`src/rtl/cpu_pkg.sv`:
```
// cpu_pkg: shared fetch widths, FSM state encoding and buffer entry type
package cpu_pkg;
   localparam int INST_W = 32;
   localparam int PC_W   = 64;
   typedef enum logic [1:0] {
      ST_REQ  = 2'd0,
      ST_WAIT = 2'd1,
      ST_FULL = 2'd2
   } fetch_state_e;
   typedef struct packed {
      logic [PC_W-1:0]   pc;
      logic [INST_W-1:0] inst;
   } fetch_entry_t;
endpackage

```
`src/rtl/fetch_fifo.sv`:
```
// fetch_fifo: power-of-two FIFO with synchronous flush, full/empty flags and occupancy
module fetch_fifo #(
   parameter int DEPTH = 4,
   parameter int WIDTH = 96
) (
   input  logic                   clk,
   input  logic                   rst,
   input  logic                   flush_i,
   input  logic                   push_i,
   input  logic                   pop_i,
   input  logic [WIDTH-1:0]       data_i,
   output logic [WIDTH-1:0]       data_o,
   output logic                   full_o,
   output logic                   empty_o,
   output logic [$clog2(DEPTH):0] count_o
);
   localparam int AW = $clog2(DEPTH);
   logic [WIDTH-1:0] mem_q [DEPTH];
   logic [AW-1:0]    rd_q, wr_q;
   logic [AW:0]      cnt_q;
   logic             do_push, do_pop;
   assign full_o  = cnt_q == (AW+1)'(DEPTH);
   assign empty_o = cnt_q == '0;
   assign do_pop  = pop_i & ~empty_o;
   assign do_push = push_i & (~full_o | do_pop);
   assign data_o  = mem_q[rd_q];
   assign count_o = cnt_q;
   // pointers and occupancy; flush discards everything regardless of push/pop
   always_ff @(posedge clk or negedge rst) begin
      if (!rst) begin
         rd_q  <= '0;
         wr_q  <= '0;
         cnt_q <= '0;
      end else if (flush_i) begin
         rd_q  <= '0;
         wr_q  <= '0;
         cnt_q <= '0;
      end else begin
         rd_q  <= rd_q + AW'(do_pop);
         wr_q  <= wr_q + AW'(do_push);
         cnt_q <= cnt_q + (AW+1)'(do_push) - (AW+1)'(do_pop);
      end
   end
   // storage needs no reset: only slots below the occupancy are ever presented
   always_ff @(posedge clk) begin
      if (do_push) mem_q[wr_q] <= data_i;
   end
endmodule

```
`src/rtl/inst_fetch.sv`:
```
// inst_fetch: instruction fetch FSM feeding a decode buffer; INST_FETCH_PERF_EN adds perf counters
module inst_fetch
   import cpu_pkg::*;
#(
   parameter logic [PC_W-1:0] RESET_PC   = 64'h0,
   parameter int              FIFO_DEPTH = 4
) (
   input  logic              clk,
   input  logic              rst,
   output logic              rom_ce,
   output logic [PC_W-1:0]   rom_addr,
   input  logic              rom_valid,
   input  logic [INST_W-1:0] rom_inst,
   input  logic              redirect,
   input  logic [PC_W-1:0]   redirect_pc,
   output logic              if_valid,
   input  logic              if_ready,
   output logic [PC_W-1:0]   if_pc,
   output logic [INST_W-1:0] if_inst
`ifdef INST_FETCH_PERF_EN
   ,
   output logic [31:0]       perf_fetch_cnt,
   output logic [31:0]       perf_flush_cnt
`endif
);
   localparam int CW = $clog2(FIFO_DEPTH) + 1;
   fetch_state_e    state_q, state_d;
   logic [PC_W-1:0] pc_q, pc_d;
   logic            run_q;
   logic            push, pop, empty, full;
   logic [CW-1:0]   cnt, cnt_nxt;
   fetch_entry_t    wr_entry, head;
   assign pop      = if_valid & if_ready;
   assign push     = (state_q == ST_WAIT) & rom_valid & ~redirect;
   assign cnt_nxt  = cnt + CW'(push) - CW'(pop);
   assign wr_entry = '{pc: pc_q, inst: rom_inst};
   fetch_fifo #(
      .DEPTH (FIFO_DEPTH),
      .WIDTH ($bits(fetch_entry_t))
   ) u_fifo (
      .clk     (clk),
      .rst     (rst),
      .flush_i (redirect),
      .push_i  (push),
      .pop_i   (if_ready),
      .data_i  (wr_entry),
      .data_o  (head),
      .full_o  (full),
      .empty_o (empty),
      .count_o (cnt)
   );
   // state, fetch pc and start-up flag; run_q holds off the first request until one edge after reset
   always_ff @(posedge clk or negedge rst) begin
      if (!rst) begin
         state_q <= ST_REQ;
         pc_q    <= RESET_PC;
         run_q   <= 1'b0;
      end else begin
         state_q <= state_d;
         pc_q    <= pc_d;
         run_q   <= 1'b1;
      end
   end
   // next state and pc; redirect overrides any push or pop of the same cycle
   always_comb begin
      pc_d    = redirect ? redirect_pc : push ? pc_q + PC_W'(4) : pc_q;
      state_d = redirect ? ST_REQ
              : state_q == ST_REQ  ? (run_q ? ST_WAIT : ST_REQ)
              : state_q == ST_WAIT ? (push ? (cnt_nxt < CW'(FIFO_DEPTH) ? ST_REQ : ST_FULL) : ST_WAIT)
              : (~full | pop) ? ST_REQ : ST_FULL;
   end
   // ROM request and buffer head; head fields read as zero while the buffer is empty
   always_comb begin
      rom_ce   = run_q & (state_q != ST_FULL);
      rom_addr = pc_q >> 2;
      if_valid = ~empty;
      if_pc    = empty ? '0 : head.pc;
      if_inst  = empty ? '0 : head.inst;
   end
`ifdef INST_FETCH_PERF_EN
   logic [31:0] perf_fetch_q, perf_flush_q;
   // free-running wrapping event counters for pushes and redirects
   always_ff @(posedge clk or negedge rst) begin
      if (!rst) begin
         perf_fetch_q <= '0;
         perf_flush_q <= '0;
      end else begin
         perf_fetch_q <= perf_fetch_q + 32'(push);
         perf_flush_q <= perf_flush_q + 32'(redirect);
      end
   end
   assign perf_fetch_cnt = perf_fetch_q;
   assign perf_flush_cnt = perf_flush_q;
`endif
endmodule

```
`config.mk`:
```
export PLATFORM = sky130hd
export DESIGN_NAME = inst_fetch
export DESIGN_NICKNAME = d
export VERILOG_FILES = /design/src/rtl/cpu_pkg.sv /design/src/rtl/fetch_fifo.sv /design/src/rtl/inst_fetch.sv
export SDC_FILE = /design/constraint.sdc
export NUM_CORES = 1
export LEC_CHECK = 0
export CAP_MARGIN = 10
export CORE_MARGIN = 2
export CORE_UTILIZATION = 59
export DETAILED_ROUTE_END_ITERATION = 16
export PLACE_DENSITY_LB_ADDON = 0.2
export SLEW_MARGIN = 30
export SYNTH_ARGS = -nofsm -noshare
export SYNTH_HDL_FRONTEND = slang
export SYNTH_SLANG_ARGS = --single-unit
```
`constraint.sdc`:
```
create_clock -name clk -period 20.4 [get_ports clk]
set_input_delay 2.04 -clock clk [delete_from_list [all_inputs] [get_ports clk]]
set_output_delay 2.04 -clock clk [all_outputs]
set_load 0.05 [all_outputs]
```
Yosys cells after proc, flatten, opt, wreduce, memory -nomap -nowiden --
Memories as Yosys holds them, arrays and structs flattened. Cells that the tools add are included. W data, S select, Z words.
Cells by class: add/sub/neg operators 7, reductions and logical operators 3, magnitude comparators 1, multiplexer cells 16, equality and inequality tests 3, bitwise operators 9
Operators with widths (number):
- $mux W64 | 3
- $add A64 B3 Y64 const B | 1
- $mux W32 | 1
- $mux W2 | 8
- $add A3 B1 Y3 | 2
- $sub A3 B1 Y3 | 2
- $and A1 B1 Y1 | 5
- $add A2 B1 Y2 | 2
- $eq A3 B3 Y1 const B | 1
- $logic_not A3 Y1 | 1
- $lt A3 B3 Y1 const B | 1
- $mux W1 | 3
- $mux W3 | 1
- $not A1 Y1 | 3
- $eq A2 B1 Y1 const B | 1
- $logic_not A2 Y1 | 1
- $ne A2 B2 Y1 const B | 1
- $reduce_bool A2 Y1 | 1
- $or A1 B1 Y1 | 1
Storage, ports and cells: memories kept 1, register bits after elaboration 74, input port bits 101, logic and storage cells 46, memory bits (writable) 384
Memory list:
- u_fifo.mem_q | words 4, bits a word 96, read ports 1, clocked after Yosys merged registers in 0, write ports 1, line fetch_fifo.sv:18 | logic [WIDTH-1:0] mem_q [DEPTH];

Depth between registers and ports, before layout --
Gate-level depths: netlist of the first run.
word-level depth 11, depth in mapped cells 7, mapped depth without buffers 7

By module --
From an unflattened synthesis of the first run, not the netlist that was laid out.
Unflattened totals: cell total of the unflattened synthesis 1171, area total of the unflattened synthesis 19378.6 sq um
By module, submodules not included:
- fetch_fifo | cells each 539, times used 1, area each 14286.2 sq um
- inst_fetch | cells each 632, times used 1, area each 5092.4 sq um

Least setup slack after synthesis of the first run --
OpenSTA, ideal clock, no wires.
path kind input port to flip-flop, start in redirect, end mem u_fifo.mem_q[0][0], enable pin, data required time 19711 ps, library setup time 689 ps, data arrival time 9711 ps, cell stages on the path 3, path slack 10000 ps, cells stage by stage clkbuf_1 -> nor3_1 -> nor3b_1
Between the ends: cells in the longest elaborated chain, start to end 5
Ends and longest elaborated chain:
- start, declared | line inst_fetch.sv:14 | input logic redirect,
- $not A1 Y1 | line inst_fetch.sv:34 | assign push = (state_q == ST_WAIT) & rom_valid & ~redirect;
- $and A1 B1 Y1 | line inst_fetch.sv:34
- $and A1 B1 Y1 | line fetch_fifo.sv:25 | assign do_push = push_i & (~full_o | do_pop);
- $mux W1 | line fetch_fifo.sv:46 | if (do_push) mem_q[wr_q] <= data_i;
- $mux W1 (implied by the code) | line fetch_fifo.sv:46
- end, declared | line fetch_fifo.sv:18
Every way passes these cells.

Final worst setup path of the first run --
start reg u_fifo.rd_q[0], end out if_pc[28]
Between the ends: cells in the longest elaborated chain, start to end 2
Ends and longest elaborated chain:
- start, declared | line fetch_fifo.sv:19 | logic [AW-1:0] rd_q, wr_q;
- start signal, assigned | line fetch_fifo.sv:39 | rd_q <= rd_q + AW'(do_pop);
- $mem_v2 Z4 W96
- $mux W64 | line inst_fetch.sv:77 | if_pc = empty ? '0 : head.pc;
- end, declared | line inst_fetch.sv:18 | output logic [PC_W-1:0] if_pc,
Every way passes these cells.

==> results.json, run 1 <==
{
  "n_fill_cell": 2040,
  "cts_hold_buf": 0,
  "yosys.area_share.simple_pct": 10.7,
  "wire_per_inst_um": 23.2,
  "drtIter0Drc": 1007,
  "final_core_util_pct": 72.2,
  "max-slew-margin-rel_pct": 40.2,
  "nets": 1494,
  "dp_hpwl_mm": 26.6,
  "worst_slew_pin_slew_ps": 896,
  "r2r-start": "state_q[1]$_DFF_PN0_",
  "cts_buffers": 46,
  "start_kind": "register",
  "overflow": 0,
  "clock_latency_ps": 540,
  "synthAdderAreaFrac_pct": 0.425,
  "critPathKind": "register to primary output",
  "netlist_area_sq_um": 19400,
  "grt_pass1_wl_mm": 65.7,
  "h-tree-depth": 2,
  "ys_types": 52,
  "port-buffer-count": 260,
  "vias": 11100,
  "clkTransAtPathRegs_ps": 60,
  "reg2reg_slack_ps": 17280,
  "drv_slew": 0,
  "fmax_mhz": 165,
  "area_delta_synth_final_pct": 20.5,
  "synthCells": 1184,
  "fin_worst_skew_ps": 17.2,
  "rsz0062_at_grt": "false",
  "worstPathArrival_ps": 4030,
  "core_area_sq_um": 32500,
  "synth.mux.area_fraction_pct": 11.7,
  "fin_crit_sh_pct": 29.7,
  "dr.pass1.iters": 5,
  "min-delay-start": "pc_q[0]$_DFFE_PN0P_",
  "cp-startpoint": "u_fifo.rd_q[0]$_DFF_PN0_",
  "drtAntennaViolNets": 0,
  "cp-end-kind": "primary output",
  "yosys.area.top_type": "edfxtp_1",
  "wl_mm": 43.3,
  "drive_gt1_share_pct": 14.2,
  "ys_warn_count": 0,
  "vias_per_cell": 5.94,
  "p_leak_nw": 7.73,
  "synth_top_area_share_pct": 59.3,
  "multiInputGateArea_sq_um": 5330,
  "synth-edff-count": 384,
  "synth_compound_area_share_pct": 2.45,
  "place_congestion": 0.794,
  "p_per_area_nw_per_um2": 122,
  "drc_errors": 0,
  "async_flop_share_pct": 16.2,
  "ir_drop_mv": 0.0983,
  "regArea_sq_um": 13400,
  "grt_start_max_net_pins": 98,
  "antenna_found_initial": 2,
  "design.portCount": 263,
  "setup_violations": 0,
  "synth-xor-area-share_pct": 1.85,
  "syn_area_per_cell_sq_um": 16.4,
  "tritoncts": "done",
  "ys_ff_latch": 458,
  "drv_cap": 0,
  "die_width_um": 186,
  "grt_pass1_vias": 11300,
  "clock-sinks": 458,
  "worstHoldPathType": "register to register",
  "period_needed_ps": 6070,
  "hold_viol": 0,
  "critPathRequiredTime_ps": 18360,
  "std_cell_rows": 66,
  "die_h_um": 186,
  "grt_usage_pct": 25.7,
  "cts_resized": 0,
  "synth_top_family_by_area": "multiplexers",
  "start_util_pct": 59.9,
  "fp.dieArea_sq_um": 34400,
  "synth_top_flop_cell": "edfxtp_1",
  "cts_root_buf": "clkbuf_16",
  "cts_buffer_depth": 3,
  "ys_seq_area_share_pct": 68.9,
  "outcome": "finished, final reports clean",
  "worst-path-max-fanout": 51,
  "tns_ps": 0,
  "cts_setup_buffers": 0,
  "synth_area_leaders": "edfxtp_1, mux4_2, dfrtp_1"
}
Yosys cell counts, types with 6 or more instances:
cell      number
a31oi_1       15
and2_1        97
and3_1         9
buf_2         14
buf_4         65
clkbuf_1      38
dfrtp_1       74
edfxtp_1     384
inv_1         11
mux2i_1        6
mux4_2        96
nand2_1       73
nand3_1       26
nand4_1       36
nor2_1        40
nor2b_1       10
nor3_1        16
nor4_1         9
o21ai_0       44
o31ai_1        6
or3_1         12
or4_1          6
xnor2_1       15
xor2_1        26
cells in the final DEF (no fill, tap or decap), types with 5 or more instances in the layout:
cell             netlist  routed
inv_1                 11      11
clkbuf_16              0      47
nand4_1               36      36
edfxtp_1             384     384
clkinv_2               0       9
nor2b_1               10      10
mux2i_1                6       6
and3_1                 9       8
nand2_1               73      73
clkbuf_1              38      21
nor3_1                16      16
mux2_2                 5       5
mux4_2                96      96
nand3_1               26      26
o31ai_1                6       6
nor4_4                 5       5
xnor2_1               15      15
a221o_1                5       5
o21ai_0               44      44
buf_4                 65      11
or3_1                 12      11
nor2_1                40      38
xor2_1                26      26
ha_1                   5       5
clkdlybuf4s50_1        0     258
or4_1                  6       6
a31oi_1               15      15
and2_1                97      97
nor4_1                 9       7
dfrtp_1               74      72
critical path, cell delays in order (launching register included):
cell,delay [ps]
dfrtp_4,630
buf_6,670
buf_4,640
mux4_2,590
and2_1,190
clkdlybuf4s50_1,700
stage by stage:
| stage | worst slack, ps | cells | instance area [sq um] | hold WS, ps | total power (W) |
|---|---|---|---|---|---|
| global placement | 14560 | 1779 | 22000 | 487 | 0.00211 |
| finish | 14330 | 1866 | 23400 | 523 | 0.00287 |
| detailed placement | 14780 | 1779 | 22000 | 509 | 0.00213 |
| floorplan | 10000 | 1185 | 19400 | 460 | 0.00182 |
| CTS | 14210 | 1862 | 23400 | 522 | 0.00289 |
| global route | 14060 | 1864 | 23400 | 550 | 0.00298 |
sequential cells by signal, indices dropped and copies added (netlist names):
signal          flops
u_fifo.mem_q      384
pc_q               64
u_fifo.count_o      3
state_q             2
u_fifo.rd_q         2
u_fifo.wr_q         2
run_q               1
area by class of cell:
cell class / count / share of cell area (%)
antenna: 2 / 0.0214
clock buffer: 70 / 5.47
clock inverter: 13 / 0.278
inverter: 12 / 0.192
multi-input combinational: 594 / 22.8
sequential: 458 / 57.1
tap: 442 / 2.36
timing repair buffer: 275 / 11.8
where the power goes:
group / internal [W] / switching [W] / leakage (nW)
logic: 0.000378 / 0.000626 / 2.72
registers: 0.00105 / 0.0000524 / 4.35
clock network: 0.000433 / 0.000330 / 0.663
path summary, 6_finish.rpt:
kind                                                  to  depth (start not counted)
max in group asynchronous       u_fifo.rd_q[0]$_DFF_PN0_                          2
hold / removal             u_fifo.mem_q[2][32]$_DFFE_PP_                          0
setup reg to reg           u_fifo.mem_q[3][88]$_DFFE_PP_                          4
setup / recovery                               if_pc[28]                          5
min in group asynchronous           pc_q[13]$_DFFE_PN0N_                          1
hold reg to reg            u_fifo.mem_q[2][32]$_DFFE_PP_                          0
logic make-up (layout without fill, tap and decap cells):
family / after synthesis / in the layout
muxes: 107 / 107
buffers and inverters: 133 / 370
other: 2 / 5
and+or+nand+nor: 357 / 357
DFF: 458 / 458
xor gates and xnor gates: 41 / 41
adders and majority gates: 6 / 6
AOI/OAI and AO/OA: 80 / 80
per-layer routing:
| layer | up-vias | track usage [%] | wire, um |
|---|---|---|---|
| met5 | - | 0 | 13 |
| met4 | 2 | 8.67 | 1240 |
| met3 | 72 | 4.30 | 2860 |
| met2 | 420 | 41.9 | 21300 |
| met1 | 5680 | 35.9 | 17800 |
| li1 | 4908 | - | - |
No activity file was read; power rests on OpenSTA's default activity.
==> inputs of run 2 (changes only) <==
--- a/config.mk
+++ b/config.mk
@@ -7,7 +7,7 @@
 export LEC_CHECK = 0
 export CAP_MARGIN = 10
 export CORE_MARGIN = 2
-export CORE_UTILIZATION = 59
+export CORE_UTILIZATION = 50
 export DETAILED_ROUTE_END_ITERATION = 16
 export PLACE_DENSITY_LB_ADDON = 0.2
 export SLEW_MARGIN = 30
==> constraint.sdc (replaced) <==
create_clock -name clk -period 5.4 [get_ports clk]
set_input_delay 0.54 -clock clk [delete_from_list [all_inputs] [get_ports clk]]
set_output_delay 0.54 -clock clk [all_outputs]
set_load 0.05 [all_outputs]
==> run 2 against run 1 <==
Against the previous run:
- worst hold slack worse by 54 ps
- critical path type unchanged
- non-clock buffer count is 2 higher
- largest power group unchanged
- clock skew is 9.2 ps lower
- clock power grew to 4.0 times the previous value
- wire length is 2.1% higher
==> results.json, run 2 (same netlist as run 1, synthesis figures left out) <==
{
  "grt_start_max_net_pins": 111,
  "drtAntennaViolNets": 0,
  "period_needed_ps": 3950,
  "worst-path-max-fanout": 49,
  "die_width_um": 201,
  "reg2reg_slack_ps": 2500,
  "outcome": "finished, final reports clean",
  "critPathRequiredTime_ps": 4860,
  "worst_slew_pin_slew_ps": 880,
  "place_area_sq_um": 22200,
  "tritoncts": "done",
  "final_common_cell": "edfxtp_1",
  "critPathKind": "register to primary output",
  "max_stage_delay_ps": 860,
  "core_area_sq_um": 38500,
  "overflow": 0,
  "dp_hpwl_mm": 27.3,
  "design.portCount": 263,
  "multiInputGateArea_sq_um": 5330,
  "clock-sinks": 458,
  "drive_gt1_share_pct": 14.5,
  "largest_reg_flops": 384,
  "final_core_util_pct": 61.6,
  "port-buffer-count": 260,
  "start_util_pct": 50.5,
  "ir_drop_mv": 0.469,
  "fp.dieArea_sq_um": 40500,
  "wire_per_inst_um": 22.7,
  "nets": 1498,
  "stdcell_area_sq_um": 23700,
  "whs_ps": 469,
  "cts_buffers": 48,
  "die_h_um": 201,
  "std_cell_rows": 72,
  "clkTransAtPathRegs_ps": 60,
  "total_power_w": 0.0110,
  "dr.pass1.iters": 5,
  "vias_per_cell": 5.61,
  "fmax_mhz": 253,
  "drv_cap": 0,
  "fin_crit_sh_pct": 73.2,
  "tns_ps": 0,
  "p_per_area_nw_per_um2": 466,
  "cts_root_buf": "clkbuf_16",
  "n_fill_cell": 2882,
  "worstPathArrival_ps": 3410,
  "fin_worst_skew_ps": 7.97,
  "rsz0062_at_grt": "false",
  "start_kind": "register",
  "worstPathCellList": "buf_12 > mux4_2 > and2_1 > clkdlybuf4s50_1",
  "p_leak_nw": 7.79,
  "grt_usage_pct": 22.2,
  "cpLargestDelayFamily": "buffers and inverters",
  "area_delta_synth_final_pct": 21.8,
  "worstHoldPathType": "primary input to asynchronous set/reset pin",
  "r2r-start": "pc_q[5]$_DFFE_PN0N_",
  "clock_latency_ps": 570,
  "grt_pass1_vias": 11300,
  "setup_violations": 0,
  "r2r_cells": 5,
  "wl_mm": 44.2,
  "top_register": "u_fifo.mem_q",
  "mostFrequentLayoutCells": "edfxtp_1, clkdlybuf4s50_1, and2_1",
  "h-tree-depth": 2,
  "drtIter0Drc": 730,
  "cp-end-kind": "primary output",
  "hold_viol": 0,
  "cp_num_buf_inv": 2,
  "slowest_stage": "dfrtp_4",
  "cp-startpoint": "u_fifo.rd_q[0]$_DFF_PN0_",
  "drv_slew": 0,
  "regArea_sq_um": 13400,
  "place_congestion": 0.747,
  "vias": 10900,
  "max-slew-margin-rel_pct": 40.8,
  "drc_errors": 0,
  "antenna_found_initial": 5,
  "reg2reg_to": "pc_q[59]$_DFFE_PN0N_",
  "cts_buffer_depth": 3,
  "grt_pass1_wl_mm": 67.5
}
==> run 2: changes by cell type in the layout (fill, tap and decap cells not counted), moves of 2 or more <==
cell,previous run,this run
clkinv_1,3,5
clkbuf_1,21,19
buf_12,1,5
clkbuf_8,2,5
buf_6,4,2
==> run 2: routing by layer <==
metal | vias up | share of wire, % | track usage (%)
met5 | - | 0.093 | 0
met4 | 6 | 2.6 | 6.98
met3 | 74 | 7.0 | 5.23
li1 | 4919 | - | -
met1 | 5595 | 43 | 30.6
met2 | 332 | 48 | 35.3
==> run 2: metrics by stage <==
stage                     std cells  setup slack [ps]
final                          1949              1450
after global routing           1948              1250
after CTS                      1947              1350
after detailed placement       1858              1880
after global placement         1857              1940
after floorplan                1185             -53.9
==> run 2: worst max-delay path by stage <==
stage                                         end  slack, ps  cells past startpoint
global route                            if_pc[39]       1250                      4
finish                                  if_pc[46]       1450                      4
CTS                                     if_pc[63]       1350                      4
detailed placement  u_fifo.mem_q[3][22]$_DFFE_PP_       1880                      5
floorplan            u_fifo.mem_q[0][0]$_DFFE_PP_        -50                      3
global placement     u_fifo.mem_q[3][2]$_DFFE_PP_       1940                      5
==> run 2: area by class of cell <==
type                    instances  share of cell area (%)
repair buffers                277                    11.8
clock inverters                16                   0.512
inverters                      12                   0.190
multi-input cells             594                    22.5
diodes                          2                  0.0211
flip-flops and latches        458                    56.5
clock buffers                  72                    5.66
well taps                     518                    2.74
==> run 2: power breakdown <==
group / leakage, nW / internal (W) / switching (W) / total, W
clock network: 0.719 / 0.00177 / 0.00131 / 0.00308
registers: 4.35 / 0.00396 / 0.000237 / 0.00419
logic: 2.72 / 0.00144 / 0.00234 / 0.00378
total: 7.79 / 0.00716 / 0.00389 / 0.0110
==> run 2: what timing repair did <==
action                                 4_1_cts  5_1_grt
gates resized for setup                      0        0
endpoints found under the hold margin       33        0
hold buffers                                 1        0
setup buffers                                0        0
